`config.mk`:
```
export PLATFORM = sky130hd
export DESIGN_NAME = key_search_sequencer_flat
export DESIGN_NICKNAME = d
export VERILOG_FILES = /design/src/rtl/key_search_sequencer_if.sv /design/src/rtl/key_search_sequencer.sv /design/src/flat_wrapper.sv
export SDC_FILE = /design/constraint.sdc
export NUM_CORES = 1
export LEC_CHECK = 0
export CORE_ASPECT_RATIO = 0.6
export CORE_MARGIN = 5
export CORE_UTILIZATION = 50
export CTS_BUF_LIST = sky130_fd_sc_hd__clkbuf_16
export CTS_CLUSTER_SIZE = 8
export DETAILED_ROUTE_END_ITERATION = 10
export PLACE_DENSITY = 0.88
export SLEW_MARGIN = 0
export SYNTH_ARGS = -nofsm -noshare
export SYNTH_HDL_FRONTEND = slang
export SYNTH_SLANG_ARGS = --single-unit
```
`constraint.sdc`:
```
create_clock -name clk -period 7.3 [get_ports clk]
set_clock_uncertainty 0.2 [all_clocks]
set_input_delay 0.73 -clock clk [delete_from_list [all_inputs] [get_ports clk]]
set_output_delay 0.73 -clock clk [all_outputs]
set_load 0.05 [all_outputs]
```
`src/rtl/key_search_sequencer_if.sv`:
```
// Handshake/bus bundle for key_search_sequencer.
// Host side:       search_start, search_abort, key_lo, key_hi -> sequencer;
//                  busy, found, exhausted, attempts <- sequencer.
// Controller side: Decrypt_done, Key_Valid -> sequencer;
//                  Controller_Start, Finish_ack, key <- sequencer.
// master: the sequencer.  slave: the environment (host plus decrypt controller).
interface key_search_sequencer_if #(
    parameter int unsigned KEY_W = 24
);
    logic             search_start;
    logic             search_abort;
    logic [KEY_W-1:0] key_lo;
    logic [KEY_W-1:0] key_hi;
    logic             Decrypt_done;
    logic             Key_Valid;
    logic             Controller_Start;
    logic             Finish_ack;
    logic [KEY_W-1:0] key;
    logic             busy;
    logic             found;
    logic             exhausted;
    logic [KEY_W:0]   attempts;

    modport master (
        input  search_start, search_abort, key_lo, key_hi, Decrypt_done, Key_Valid,
        output Controller_Start, Finish_ack, key, busy, found, exhausted, attempts
    );

    modport slave (
        output search_start, search_abort, key_lo, key_hi, Decrypt_done, Key_Valid,
        input  Controller_Start, Finish_ack, key, busy, found, exhausted, attempts
    );
endinterface

```
`src/rtl/key_search_sequencer.sv`:
```
// Brute-force RC4 key search sequencer. Walks key from key_lo to key_hi (inclusive),
// launching one decrypt attempt per key and stopping on the first valid key, at the
// end of the range, or after an abort request.
// Ports:
//   clk   - clock, rising edge
//   rst_n - synchronous active-low reset
//   bus   - key_search_sequencer_if.master (host controls/status, decrypt handshake, key)
// All outputs are registered.
module key_search_sequencer #(
    parameter int unsigned KEY_W = 24
) (
    input logic                   clk,
    input logic                   rst_n,
    key_search_sequencer_if.master bus
);

    typedef enum logic [3:0] {
        StIdle,
        StLoad,
        StStart,
        StWait,
        StAck,
        StRelease,
        StNext,
        StDoneFound,
        StDoneExhausted
    } state_e;

    localparam logic [KEY_W-1:0] KeyOne = {{(KEY_W-1){1'b0}}, 1'b1};
    localparam logic [KEY_W:0]   CntOne = {{KEY_W{1'b0}}, 1'b1};

    state_e           state_q, state_d;
    logic [KEY_W-1:0] key_q;
    logic [KEY_W-1:0] hi_q;
    logic [KEY_W:0]   attempts_q;
    logic             hit_q;
    logic             abort_q;
    logic             ctrl_start_q;
    logic             finish_ack_q;
    logic             busy_q;
    logic             found_q;
    logic             exhausted_q;

    logic             idle_like;
    logic             start_ok;

    // States in which a new search may be launched (also the non-busy states).
    assign idle_like = (state_q == StIdle) || (state_q == StDoneFound) ||
                       (state_q == StDoneExhausted);
    assign start_ok  = idle_like && bus.search_start;

    always_comb begin
        state_d = state_q;
        case (state_q)
            StIdle, StDoneFound, StDoneExhausted: begin
                if (bus.search_start) state_d = StLoad;
            end
            // key_q already holds the latched key_lo here.
            StLoad:    state_d = (key_q > hi_q) ? StDoneExhausted : StStart;
            StStart:   state_d = StWait;
            StWait:    if (bus.Decrypt_done) state_d = StAck;
            StAck:     state_d = StRelease;
            // Wait out a lingering done so the next attempt cannot see a stale one.
            StRelease: if (!bus.Decrypt_done) state_d = StNext;
            StNext: begin
                if (hit_q)              state_d = StDoneFound;
                else if (abort_q)       state_d = StDoneExhausted;
                else if (key_q == hi_q) state_d = StDoneExhausted;
                else                    state_d = StStart;
            end
            default:   state_d = StIdle;
        endcase
    end

    always_ff @(posedge clk) begin
        if (!rst_n) begin
            state_q      <= StIdle;
            key_q        <= '0;
            hi_q         <= '0;
            attempts_q   <= '0;
            hit_q        <= 1'b0;
            abort_q      <= 1'b0;
            ctrl_start_q <= 1'b0;
            finish_ack_q <= 1'b0;
            busy_q       <= 1'b0;
            found_q      <= 1'b0;
            exhausted_q  <= 1'b0;
        end else begin
            state_q <= state_d;

            // Outputs decoded from the next state so they line up with state_q.
            ctrl_start_q <= (state_d == StStart);
            finish_ack_q <= (state_d == StAck);
            found_q      <= (state_d == StDoneFound);
            exhausted_q  <= (state_d == StDoneExhausted);
            busy_q       <= !((state_d == StIdle) || (state_d == StDoneFound) ||
                              (state_d == StDoneExhausted));

            if (start_ok) begin
                key_q      <= bus.key_lo;
                hi_q       <= bus.key_hi;
                attempts_q <= '0;
                hit_q      <= 1'b0;
                abort_q    <= 1'b0;
            end

            // Sticky; only consulted in NEXT so the in-flight handshake completes.
            if (!idle_like && bus.search_abort) abort_q <= 1'b1;

            if ((state_q == StWait) && bus.Decrypt_done) begin
                hit_q <= bus.Key_Valid;
                if (!attempts_q[KEY_W]) attempts_q <= attempts_q + CntOne;
            end

            // Only increments when NEXT loops back, i.e. key_q != hi_q: no wrap at the top.
            if ((state_q == StNext) && (state_d == StStart)) key_q <= key_q + KeyOne;
        end
    end

    assign bus.Controller_Start = ctrl_start_q;
    assign bus.Finish_ack       = finish_ack_q;
    assign bus.key              = key_q;
    assign bus.busy             = busy_q;
    assign bus.found            = found_q;
    assign bus.exhausted        = exhausted_q;
    assign bus.attempts         = attempts_q;

endmodule
```
`src/flat_wrapper.sv`:
```
// flat-port wrapper written by rule: the top's interface ports become plain ports
module key_search_sequencer_flat 
#(
    parameter int unsigned KEY_W = 24
)
  (clk, rst_n, bus_search_start, bus_search_abort, bus_key_lo, bus_key_hi, bus_Decrypt_done, bus_Key_Valid, bus_Controller_Start, bus_Finish_ack, bus_key, bus_busy, bus_found, bus_exhausted, bus_attempts);
  key_search_sequencer_if #(.KEY_W(KEY_W)) bus_i ();
  input logic clk;
  input logic rst_n;
  input wire logic [$bits(bus_i.search_start)-1:0] bus_search_start;
  input wire logic [$bits(bus_i.search_abort)-1:0] bus_search_abort;
  input wire logic [$bits(bus_i.key_lo)-1:0] bus_key_lo;
  input wire logic [$bits(bus_i.key_hi)-1:0] bus_key_hi;
  input wire logic [$bits(bus_i.Decrypt_done)-1:0] bus_Decrypt_done;
  input wire logic [$bits(bus_i.Key_Valid)-1:0] bus_Key_Valid;
  output wire logic [$bits(bus_i.Controller_Start)-1:0] bus_Controller_Start;
  output wire logic [$bits(bus_i.Finish_ack)-1:0] bus_Finish_ack;
  output wire logic [$bits(bus_i.key)-1:0] bus_key;
  output wire logic [$bits(bus_i.busy)-1:0] bus_busy;
  output wire logic [$bits(bus_i.found)-1:0] bus_found;
  output wire logic [$bits(bus_i.exhausted)-1:0] bus_exhausted;
  output wire logic [$bits(bus_i.attempts)-1:0] bus_attempts;
  assign bus_i.search_start = bus_search_start;
  assign bus_i.search_abort = bus_search_abort;
  assign bus_i.key_lo = bus_key_lo;
  assign bus_i.key_hi = bus_key_hi;
  assign bus_i.Decrypt_done = bus_Decrypt_done;
  assign bus_i.Key_Valid = bus_Key_Valid;
  assign bus_Controller_Start = bus_i.Controller_Start;
  assign bus_Finish_ack = bus_i.Finish_ack;
  assign bus_key = bus_i.key;
  assign bus_busy = bus_i.busy;
  assign bus_found = bus_i.found;
  assign bus_exhausted = bus_i.exhausted;
  assign bus_attempts = bus_i.attempts;
  key_search_sequencer #(.KEY_W(KEY_W)) u_core (.clk(clk), .rst_n(rst_n), .bus(bus_i));
endmodule
```
### Word level (Yosys, flattened, before mapping)

Index checks and enable logic that the tools add are counted.

| storage, ports and cells | value |
|---|---|
| logic and storage cells | 59 |
| input port bits | 54 |
| flip-flop bits (word level) | 84 |
| output and inout bits | 54 |

| operators by class | value |
|---|---|
| mux-type cells | 16 |
| order comparisons | 1 |
| $add $sub $neg | 2 |
| eq/ne operators | 13 |
| reductions and logical operators | 16 |

Operators by type and width:

| operator | count |
|---|---|
| 25-bit 2-to-1 mux | 3 |
| 24-bit 2-to-1 mux | 2 |
| 4-bit 2-to-1 mux | 7 |
| 4-bit case mux with 7 select lines | 1 |
| 25-bit by 1-bit adder with 25-bit output, second input constant | 1 |
| 24-bit by 1-bit adder with 24-bit output, second input constant | 1 |
| 24-bit equality test | 1 |
| 4-bit by 3-bit equality test with 1-bit output, second input constant | 6 |
| 24-bit greater-than comparator | 1 |
| 4-bit by 2-bit equality test with 1-bit output, second input constant | 3 |
| 4-bit equality test, second input constant | 2 |
| 4-bit zero test | 2 |
| 2-bit nonzero test | 3 |
| 4-bit by 1-bit equality test with 1-bit output, second input constant | 1 |
| 1-bit logical AND | 4 |
| 1-bit logical OR | 4 |
| 1-bit 2-to-1 mux | 3 |
| 3-bit OR reduction | 1 |
| 1-bit zero test | 2 |

### Depth between registers and ports, before layout

Gate-level depths: netlist of run 1.

| logic depth | value |
|---|---|
| depth in word-level cells | 9 |
| gate-level depth with buffers | 9 |
| depth with buffers taken out | 8 |

### Least setup slack after synthesis of run 1

No wires, ideal clock.

| path | value |
|---|---|
| path kind | register to register |
| start | reg u_core.key_q[13] (netlist: u_core.bus.key[13]) |
| end | reg u_core.key_q[11] (netlist: u_core.bus.key[11]) |
| arrival | 2,367 ps |
| period minus slack after synthesis | 2,687 ps |
| path buffers | 1 |
| slack | 4,613 ps |
| cell stages (with the launch flop) | 9 |
| cells stage by stage | dfxtp_1 -> ha_1 -> nand4_1 -> nor4_4 -> a21oi_4 -> nand3_2 -> buf_2 -> nor3_1 -> o31a_1 |

| between the ends | value |
|---|---|
| word-level cells in the longest chain between the ends | 8 |

Ends and longest elaborated chain:

| item | line | source |
|---|---|---|
| from (decl) | key_search_sequencer.sv:33 | `logic [KEY_W-1:0] key_q;` |
| from (signal assigned) | key_search_sequencer.sv:100 | `key_q <= bus.key_lo;` |
| from (signal assigned) | key_search_sequencer.sv:116 | `if ((state_q == StNext) && (state_d == StStart)) key_q <= key_q + KeyOne;` |
| branches (longest 4 deep; another with 24-bit greater-than comparator) | n/a |  |
| 4-bit case mux with 7 select lines (*) | key_search_sequencer.sv:54 | `case (state_q)` |
| 4-bit by 2-bit equality test with 1-bit output (*) | key_search_sequencer.sv:116 |  |
| 1-bit logical AND (*) | key_search_sequencer.sv:116 |  |
| 24-bit 2-to-1 mux or 2-bit nonzero test (tied branches) | n/a |  |

Mark *: on every way between the ends.
A chain may end at the register's enable or synchronous reset.

### Final worst setup path of run 1

| path | value |
|---|---|
| start | reg u_core.key_q[8] (netlist: u_core.bus.key[8]) |
| end | reg u_core.key_q[7] (netlist: u_core.bus.key[7]) |

The elaborated chain is that of the path after synthesis.

==> results.cfg, run 1 <==
[status]
outcome = complete, no violations

[floorplan]
num_io_pins = 108
chipHeight_um = 85.3
dieWidth_um = 136
initial_utilization_pct = 51.5
core_area_mm2 = 0.00919
rows = 27
die_area_mm2 = 0.0116

[timing]
tightest_slew_ns = 1.13
fmax_mhz = 305
whs_ns = 0.258
fin_tns_setup_ns = 0
slew_headroom_pct = 24.4
slew_violations = 0
fin_crit_sh_pct = 44.9
layout_min_cycle_time_ns = 3.27
setup_viol = 0
hold_viol = 0
rsz0062_at_grt = no

[clock_tree]
tritoncts = yes
clockBufferDepth = 2
h-tree-depth = 3
clk-insertion-delay-late_ns = 0.35
post_cts_buffers = 0
clock-sinks = 84
cts_buffers = 9
path_clk_slew_ns = 0.06
cts_hold_buf = 0
clockRootBuffer = clkbuf_16
cts_resized = 0

[pwr]
total_power_mw = 1.62
power.internal_uw = 966
clkPwrFrac_pct = 24.8
swShare_pct = 40.5
power.switching_uw = 657
combPwrFrac_pct = 38.6
powerDensity_mw_per_mm2 = 265
p_seq_share_pct = 36.6
total_leakage_power_nw = 2.21
vdd_drop_max_mv = 0.150

[synthesis]
synthCells = 601
synth_edf_count = 0
synth_flop_cell = dfxtp_1
yosysTopAreaCell = dfxtp_1
synth_seq_cells = 84
yosys-top-cells-area = dfxtp_1, nand2_1, ha_1
ys_warn_count = 0
yosysTopAreaCellShare_pct = 35.6
synth_most_common_cell = nand2_1
netlist_area_mm2 = 0.00473
avgSynthCellArea_um2 = 7.87
ys_seq_area_share_pct = 35.6
async_flop_share_pct = 0
syn_nets = 681
synth.distinct_cells = 70
synth_common_cells = nand2_1, dfxtp_1, a21oi_1, nor2_1, inv_1

[drt]
vias = 4995
post-route-drc-count = 0
post_drt_wl_per_cell_um = 17.5
first_iter_violations = 598
wl_mm = 14.6
drtAntennaViolNets = 0
viasPerCell = 6.02
dr.pass1.iters = 5

[setup_path]
cp.arrival_ns = 3.33
cp.required_ns = 7.36
crit_fanout = 17
crit_type = flip-flop to flip-flop
end_kind = flip-flop
startpoint_type = flip-flop
r2r_slack_ns = 4.03

[placement]
io_buffers = 107
gp_congestion = 0.904
dp_cells = 815
dp_hpwl_mm = 10.6

[job]
cap_violations = 0

[global_routing]
grt-ovfl-total = 0
grt_pass1_wl_mm = 23.4
grtUsageMet3_pct = 7.94
grt_pass1_vias = 4546
met2_usage_pct = 37.2
antenna_found_initial = 0
grt_usage_pct = 25.1
grt_max_degree = 64
top_usage_layer = met2
met1_usage_pct = 36.0

[final_layout]
stdcell_count = 830
antenna_cells = 0
finalNetCount = 776
synthToLayoutAreaGrowth_pct = 29.5
drive_above_1_share_pct = 4.71
nFillCells = 784

[worst_hold_path]
holdCritPathClass = flip-flop to flip-flop
==> layer usage <==
layer,share of wire (%),vias to the layer above
met4,0.99,0
met1,46,2356
met5,0,-
met2,43,259
met3,10,18
li1,-,2362
==> power groups by stage <==
stage          registers, mW  logic [mW]  clock network (mW)
2_1_floorplan          0.669       0.350                   0
3_3_place_gp           0.595       0.593                   0
3_5_place_dp           0.599       0.616                   0
4_1_cts                0.591       0.621               0.403
5_1_grt                0.602       0.680               0.424
6_report               0.594       0.627               0.402
==> critical path, cell delays in order (launching register included) <==
cell	delay [ns]
dfxtp_1	0.39
ha_1	0.32
nand4_1	0.21
nor4_4	0.71
a21oi_4	0.17
a31oi_2	0.75
o21ai_0	0.22
a31oi_1	0.21
==> worst paths after layout <==
path,from,endpoint,depth (start not counted)
setup / recovery,u_core.bus.key[8]$_SDFFE_PN0P_,u_core.bus.key[7]$_SDFFE_PN0P_,7
hold / removal,u_core.hi_q[19]$_SDFFE_PN0P_,u_core.hi_q[19]$_SDFFE_PN0P_,2
setup reg to reg,u_core.bus.key[8]$_SDFFE_PN0P_,u_core.bus.key[7]$_SDFFE_PN0P_,7
hold reg to reg,u_core.hi_q[19]$_SDFFE_PN0P_,u_core.hi_q[19]$_SDFFE_PN0P_,2
==> sequential cells by signal, summed over array words and instances, names as in the netlist <==
signal,count
u_core.bus.attempts,25
u_core.hit_q,1
u_core.bus.Controller_Start,1
u_core.bus.found,1
u_core.bus.busy,1
u_core.bus.Finish_ack,1
u_core.bus.key,24
u_core.state_q,4
u_core.hi_q,24
u_core.abort_q,1
u_core.bus.exhausted,1
==> placed cells by master (no fill, tap or decap), types with 8 or more instances in the layout <==
master	Yosys	routed
nand3_1	25	25
nand2_1	99	99
and3_1	9	9
or3_1	10	10
a22oi_1	11	11
nor2_1	38	38
inv_1	37	38
nor3_1	17	17
clkdlybuf4s50_1	0	107
dfxtp_1	84	84
ha_1	26	26
clkbuf_16	0	9
nor4_1	9	9
a21oi_1	60	60
o21ai_0	15	15
a31oi_1	11	11
o211ai_1	8	8
nand4_1	16	16
==> cell families after synthesis <==
group	Yosys count	synth area share, %
compound gates	154	21.2
xor+xnor	11	2.04
fa+ha+maj	26	6.88
buf+inv	65	5.63
flops	84	35.6
mux	1	0.238
simple gates	260	28.4
==> through the flow <==
stage          cell area [um^2]  utilization, %  worst slack, ns
6_report                   6130            66.7             4.03
5_1_grt                    6130            66.7             3.84
4_1_cts                    6130            66.7             4.10
3_5_place_dp               5880            64.0             4.04
3_3_place_gp               5880            64.0             4.12
2_1_floorplan              4730               -             4.61
==> layout make-up <==
class	count	area (um^2)	share of cell area [%]
clock buffer	9	225	3.68
clock inverter	6	23.8	0.388
inverter	38	143	2.33
multi-input combinational	452	2790	45.5
sequential	84	1680	27.5
tap	130	163	2.66
timing repair buffer	111	1100	18.0
Note: power is estimated with default switching activity, not from simulation.
==> run 2: changes to the inputs <==
==> constraint.sdc (replaced) <==
create_clock -name clk -period 3.05 [get_ports clk]
set_clock_uncertainty 0.2 [all_clocks]
set_input_delay 0.305 -clock clk [delete_from_list [all_inputs] [get_ports clk]]
set_output_delay 0.305 -clock clk [all_outputs]
set_load 0.05 [all_outputs]
==> run 2 against run 1 <==
Wire length grew 6.5%. Core utilization is 1.9 points higher. Worst setup slack worse by 3.8 ns. Sequential cell count unchanged. Sequential power increased by 140%. Combinational power grew to 2.6 times the previous value. Hold slack worse by 0.0013 ns. Power increased to 2.5 times the previous value. Global-route usage is 1.4 points higher. Via count increased by 2.7%. Critical path type unchanged. Count of clock-buffer cells in the layout stayed put. Clock power increased to 2.7 times the previous value.
==> results.cfg, run 2 (synthesis gave the netlist of run 1 again) <==
[status]
outcome = complete, no violations

[drt]
viasPerCell = 6.03
post_drt_wl_per_cell_um = 18.2
post-route-drc-count = 0
wl_mm = 15.5
vias = 5128
dr.pass1.iters = 6
first_iter_violations = 710
drtAntennaViolNets = 0

[pwr]
powerDensity_mw_per_mm2 = 650
total_leakage_power_nw = 2.31
total_power_mw = 4.09
vdd_drop_max_mv = 0.391

[floorplan]
die_area_mm2 = 0.0116
chipHeight_um = 85.3
num_io_pins = 108
rows = 27
core_area_mm2 = 0.00919
dieWidth_um = 136
initial_utilization_pct = 51.5

[setup_path]
reg2reg_to = u_core.bus.key[11]$_SDFFE_PN0P_
crit_type = flip-flop to flip-flop
timing.rr.start = u_core.hi_q[23]$_SDFFE_PN0P_
end_kind = flip-flop
cp_cell_sequence = inv_1, ha_1, nand4_1, nor4_4, a21o_1, nor3_2, buf_4, a32o_1, o31a_1
cp.arrival_ns = 2.89
cp.required_ns = 3.09
path_delay_family = simple AND/OR/NAND/NOR gates
crit_fanout = 16
r2r_slack_ns = 0.20
startpoint_type = flip-flop
crit_slowest_cell = nor4_4
path_depth = 9
path_buf_inv = 2
startpoint = u_core.hi_q[23]$_SDFFE_PN0P_
cp-endpoint = u_core.bus.key[11]$_SDFFE_PN0P_
critPathMaxStageDelay_ns = 0.47
reg2regPathDepth = 9

[global_routing]
grt_pass1_vias = 4867
grt_pass1_wl_mm = 24.6
grt_max_degree = 40
grt_usage_pct = 26.6
grt-ovfl-total = 0
antenna_found_initial = 0

[final_layout]
layout_commonest_cell = clkdlybuf4s50_1
layout_common_cells = clkdlybuf4s50_1, nand2_1, dfxtp_1
synthToLayoutAreaGrowth_pct = 33.3
stdcell_count = 850
largest_reg_flops = 25
antenna_cells = 0
finalNetCount = 795
drive_above_1_share_pct = 7.50

[clock_tree]
post_cts_buffers = 0
h-tree-depth = 3
clockBufferDepth = 2
cts_resized = 0
clock-sinks = 84
tritoncts = yes
cts_hold_buf = 0
path_clk_slew_ns = 0.06
cts_buffers = 9
clk-insertion-delay-late_ns = 0.35
clockRootBuffer = clkbuf_16

[timing]
tightest_slew_ns = 0.623
fin_crit_sh_pct = 93.3
slew_violations = 0
whs_ns = 0.256
hold_viol = 0
rsz0062_at_grt = no
layout_min_cycle_time_ns = 2.85
setup_viol = 0
fmax_mhz = 351
slew_headroom_pct = 57.9
setup_ws_ns = 0.203
fin_tns_setup_ns = 0

[placement]
io_buffers = 107
place_ws_ns = 0.269
gp_congestion = 0.924
dp_cells = 834
dp_hpwl_mm = 11.5

[worst_hold_path]
holdCritPathClass = flip-flop to flip-flop
min-delay-start = u_core.hi_q[5]$_SDFFE_PN0P_

[job]
cap_violations = 0
run 2: changes by cell type in the layout (fill, tap and decap cells not counted), sizes merged:
cell | previous run | this run
buf | 4 | 23
bufinv | 0 | 1
clkinvlp | 0 | 1
inv | 39 | 38
run 2: report_power, final:
part | switching (mW) | internal, mW | total [mW]
logic | 1.01 | 0.598 | 1.61
clock network | 0.453 | 0.622 | 1.07
registers | 0.177 | 1.24 | 1.41
run 2: final cells by class:
class,instances,area [um^2]
inverter,38,143
sequential,84,1680
timing repair buffer,130,1240
clock buffer,9,225
clock inverter,7,57.6
fill,741,2890
multi-input combinational,452,2790
tap,130,163
run 2: stage by stage:
step | utilization, % | area, um^2
finish | 68.6 | 6300
global route | 68.6 | 6300
CTS | 68.6 | 6300
detailed placement | 65.5 | 6020
global placement | 65.5 | 6020
floorplan | - | 4730
run 2: worst min-delay path by stage:
stage / slack (ns) / to / depth (start not counted)
floorplan: 0.24 / u_core.hi_q[10]$_SDFFE_PN0P_ / 2
global placement: 0.24 / u_core.hi_q[18]$_SDFFE_PN0P_ / 2
detailed placement: 0.25 / u_core.hi_q[1]$_SDFFE_PN0P_ / 2
CTS: 0.26 / u_core.hi_q[1]$_SDFFE_PN0P_ / 2
global route: 0.28 / u_core.hi_q[19]$_SDFFE_PN0P_ / 2
finish: 0.26 / u_core.hi_q[5]$_SDFFE_PN0P_ / 2
run 2: tightest hold or removal path, cell delays in order, from the launching register on:
cell and delay (ns):
dfxtp_1 0.31, nand2_1 0.05, a21oi_1 0.05
run 2: routing by layer:
metal  vias up  GRT usage (%)  part of all wire (%)
met5         -              0                     0
met3        31           8.06                    11
met4         0           8.33                   1.9
met1      2397           35.7                    43
met2       291           41.0                    43
li1       2409              -                     -
==> run 3: changes to the inputs <==
--- a/config.mk
+++ b/config.mk
@@ -11,8 +11,8 @@
 export CTS_BUF_LIST = sky130_fd_sc_hd__clkbuf_16
 export CTS_CLUSTER_SIZE = 8
 export DETAILED_ROUTE_END_ITERATION = 10
-export PLACE_DENSITY = 0.88
-export SLEW_MARGIN = 0
+export GPL_ROUTABILITY_DRIVEN = 0
+export PLACE_DENSITY = 0.8
 export SYNTH_ARGS = -nofsm -noshare
 export SYNTH_HDL_FRONTEND = slang
 export SYNTH_SLANG_ARGS = --single-unit
==> run 3 against run 2 <==
Sequential cell count stayed put. Register-to-register slack worse by 0.03 ns. Worst setup slack worse by 0.026 ns. Clock power grew 11%. Critical path depth grew 1. Non-clock buffer count rose by 8. Global-route usage is 0.28 points higher. Power up 3.7%.
==> results.cfg, run 3 (synthesis gave the netlist of run 1 again) <==
[status]
outcome = complete, no violations

[setup_path]
cp_common_cell = buf_4
crit_slowest_cell = a31oi_2
cp.required_ns = 3.10
crit_type = flip-flop to flip-flop
startpoint = u_core.hi_q[23]$_SDFFE_PN0P_
cp_cell_sequence = inv_1, ha_1, nand4_1, nor4_4, buf_4, a21oi_4, a31oi_2, buf_4, o21ai_0, a31oi_1
cp.arrival_ns = 2.92
critPathMaxStageDelay_ns = 0.38
end_kind = flip-flop
path_delay_family = compound AO/OA/AOI/OAI gates
startpoint_type = flip-flop
timing.rr.start = u_core.hi_q[23]$_SDFFE_PN0P_
path_buf_inv = 3
crit_fanout = 12

[timing]
rsz0062_at_grt = no
setup_viol = 0
tightest_slew_ns = 0.693
setup_ws_ns = 0.177
slew_violations = 0
hold_viol = 0
fin_tns_setup_ns = 0
slew_headroom_pct = 53.7
layout_min_cycle_time_ns = 2.87
fin_crit_sh_pct = 94.2
whs_ns = 0.261
fmax_mhz = 348

[floorplan]
chipHeight_um = 85.3
core_area_mm2 = 0.00919
initial_utilization_pct = 51.5
dieWidth_um = 136
rows = 27
die_area_mm2 = 0.0116
num_io_pins = 108

[final_layout]
synthToLayoutAreaGrowth_pct = 35.7
ff_latch_area_mm2 = 0.00168
antenna_cells = 0
largest_reg_flops = 25
drive_above_1_share_pct = 9.07
stdcell_count = 858
layout_commonest_cell = clkdlybuf4s50_1
nFillCells = 724
multi_input_area_mm2 = 0.00280
finalNetCount = 803
layout_common_cells = clkdlybuf4s50_1, nand2_1, dfxtp_1

[clock_tree]
clk-insertion-delay-late_ns = 0.35
clock-sinks = 84
cts_buffers = 9
clockBufferDepth = 2
path_clk_slew_ns = 0.06
cts_resized = 0
cts_hold_buf = 0
tritoncts = yes
post_cts_buffers = 0
clockRootBuffer = clkbuf_16
h-tree-depth = 3

[global_routing]
grt_max_degree = 45
grt_pass1_vias = 5090
antenna_found_initial = 0
grt_usage_pct = 26.9
grt_pass1_wl_mm = 24.9
grt-ovfl-total = 0

[drt]
post-route-drc-count = 0
first_iter_violations = 687
wl_mm = 15.4
vias = 5168
post_drt_wl_per_cell_um = 17.9
drtAntennaViolNets = 0
viasPerCell = 6.02
dr.pass1.iters = 5

[worst_hold_path]
min-delay-start = u_core.hi_q[9]$_SDFFE_PN0P_
holdCritPathClass = flip-flop to flip-flop

[placement]
place_ws_ns = 0.0157
dp_hpwl_mm = 11.2
io_buffers = 107
dp_cells = 842

[pwr]
powerDensity_mw_per_mm2 = 661
vdd_drop_max_mv = 0.318
total_leakage_power_nw = 2.38

[job]
cap_violations = 0
run 3: metrics by stage:
| stage | power (mW) | area [um^2] | utilization [%] |
|---|---|---|---|
| after global placement | 2.96 | 6090 | 66.3 |
| after detailed placement | 3.03 | 6090 | 66.3 |
| after floorplan | 2.44 | 4730 | - |
| final | 4.24 | 6420 | 69.9 |
| after global routing | 4.46 | 6420 | 69.9 |
| after CTS | 4.21 | 6410 | 69.7 |
run 3: metal layers:
metal	up-vias	track usage (%)	wire length (um)
li1	2419	-	-
met1	2424	35.9	6700
met2	292	41.4	6860
met3	33	7.64	1540
met4	0	9.88	301
met5	-	0	0
run 3: layout make-up:
cell class | count | area share, %
clock buffers | 9 | 3.51
clock inverters | 7 | 1.40
inverters | 38 | 2.22
multi-input cells | 452 | 43.6
flip-flops and latches | 84 | 26.2
well taps | 130 | 2.53
repair buffers | 138 | 20.5
run 3: worst paths after layout:
kind | to | cells past startpoint | slack (ns)
hold / removal | u_core.hi_q[9]$_SDFFE_PN0P_ | 2 | 0.26
setup / recovery | u_core.bus.key[3]$_SDFFE_PN0P_ | 10 | 0.18
setup reg to reg | u_core.bus.key[3]$_SDFFE_PN0P_ | 10 | 0.18
hold reg to reg | u_core.hi_q[9]$_SDFFE_PN0P_ | 2 | 0.26
run 3: where the power goes:
group | switching [mW] | internal (mW)
registers | 0.139 | 1.24
clock network | 0.470 | 0.715
logic | 1.05 | 0.632
run 3: worst reg2reg max path, delay by kind of cell, from the launching register on:
kind | cells | cell delay, ns
AND/OR/NAND/NOR | 2 | 0.54
adder cells (fa/ha/maj) | 1 | 0.32
AO/OA/AOI/OAI | 4 | 0.80
buffers and inverters | 3 | 0.59
flip-flops | 1 | 0.34
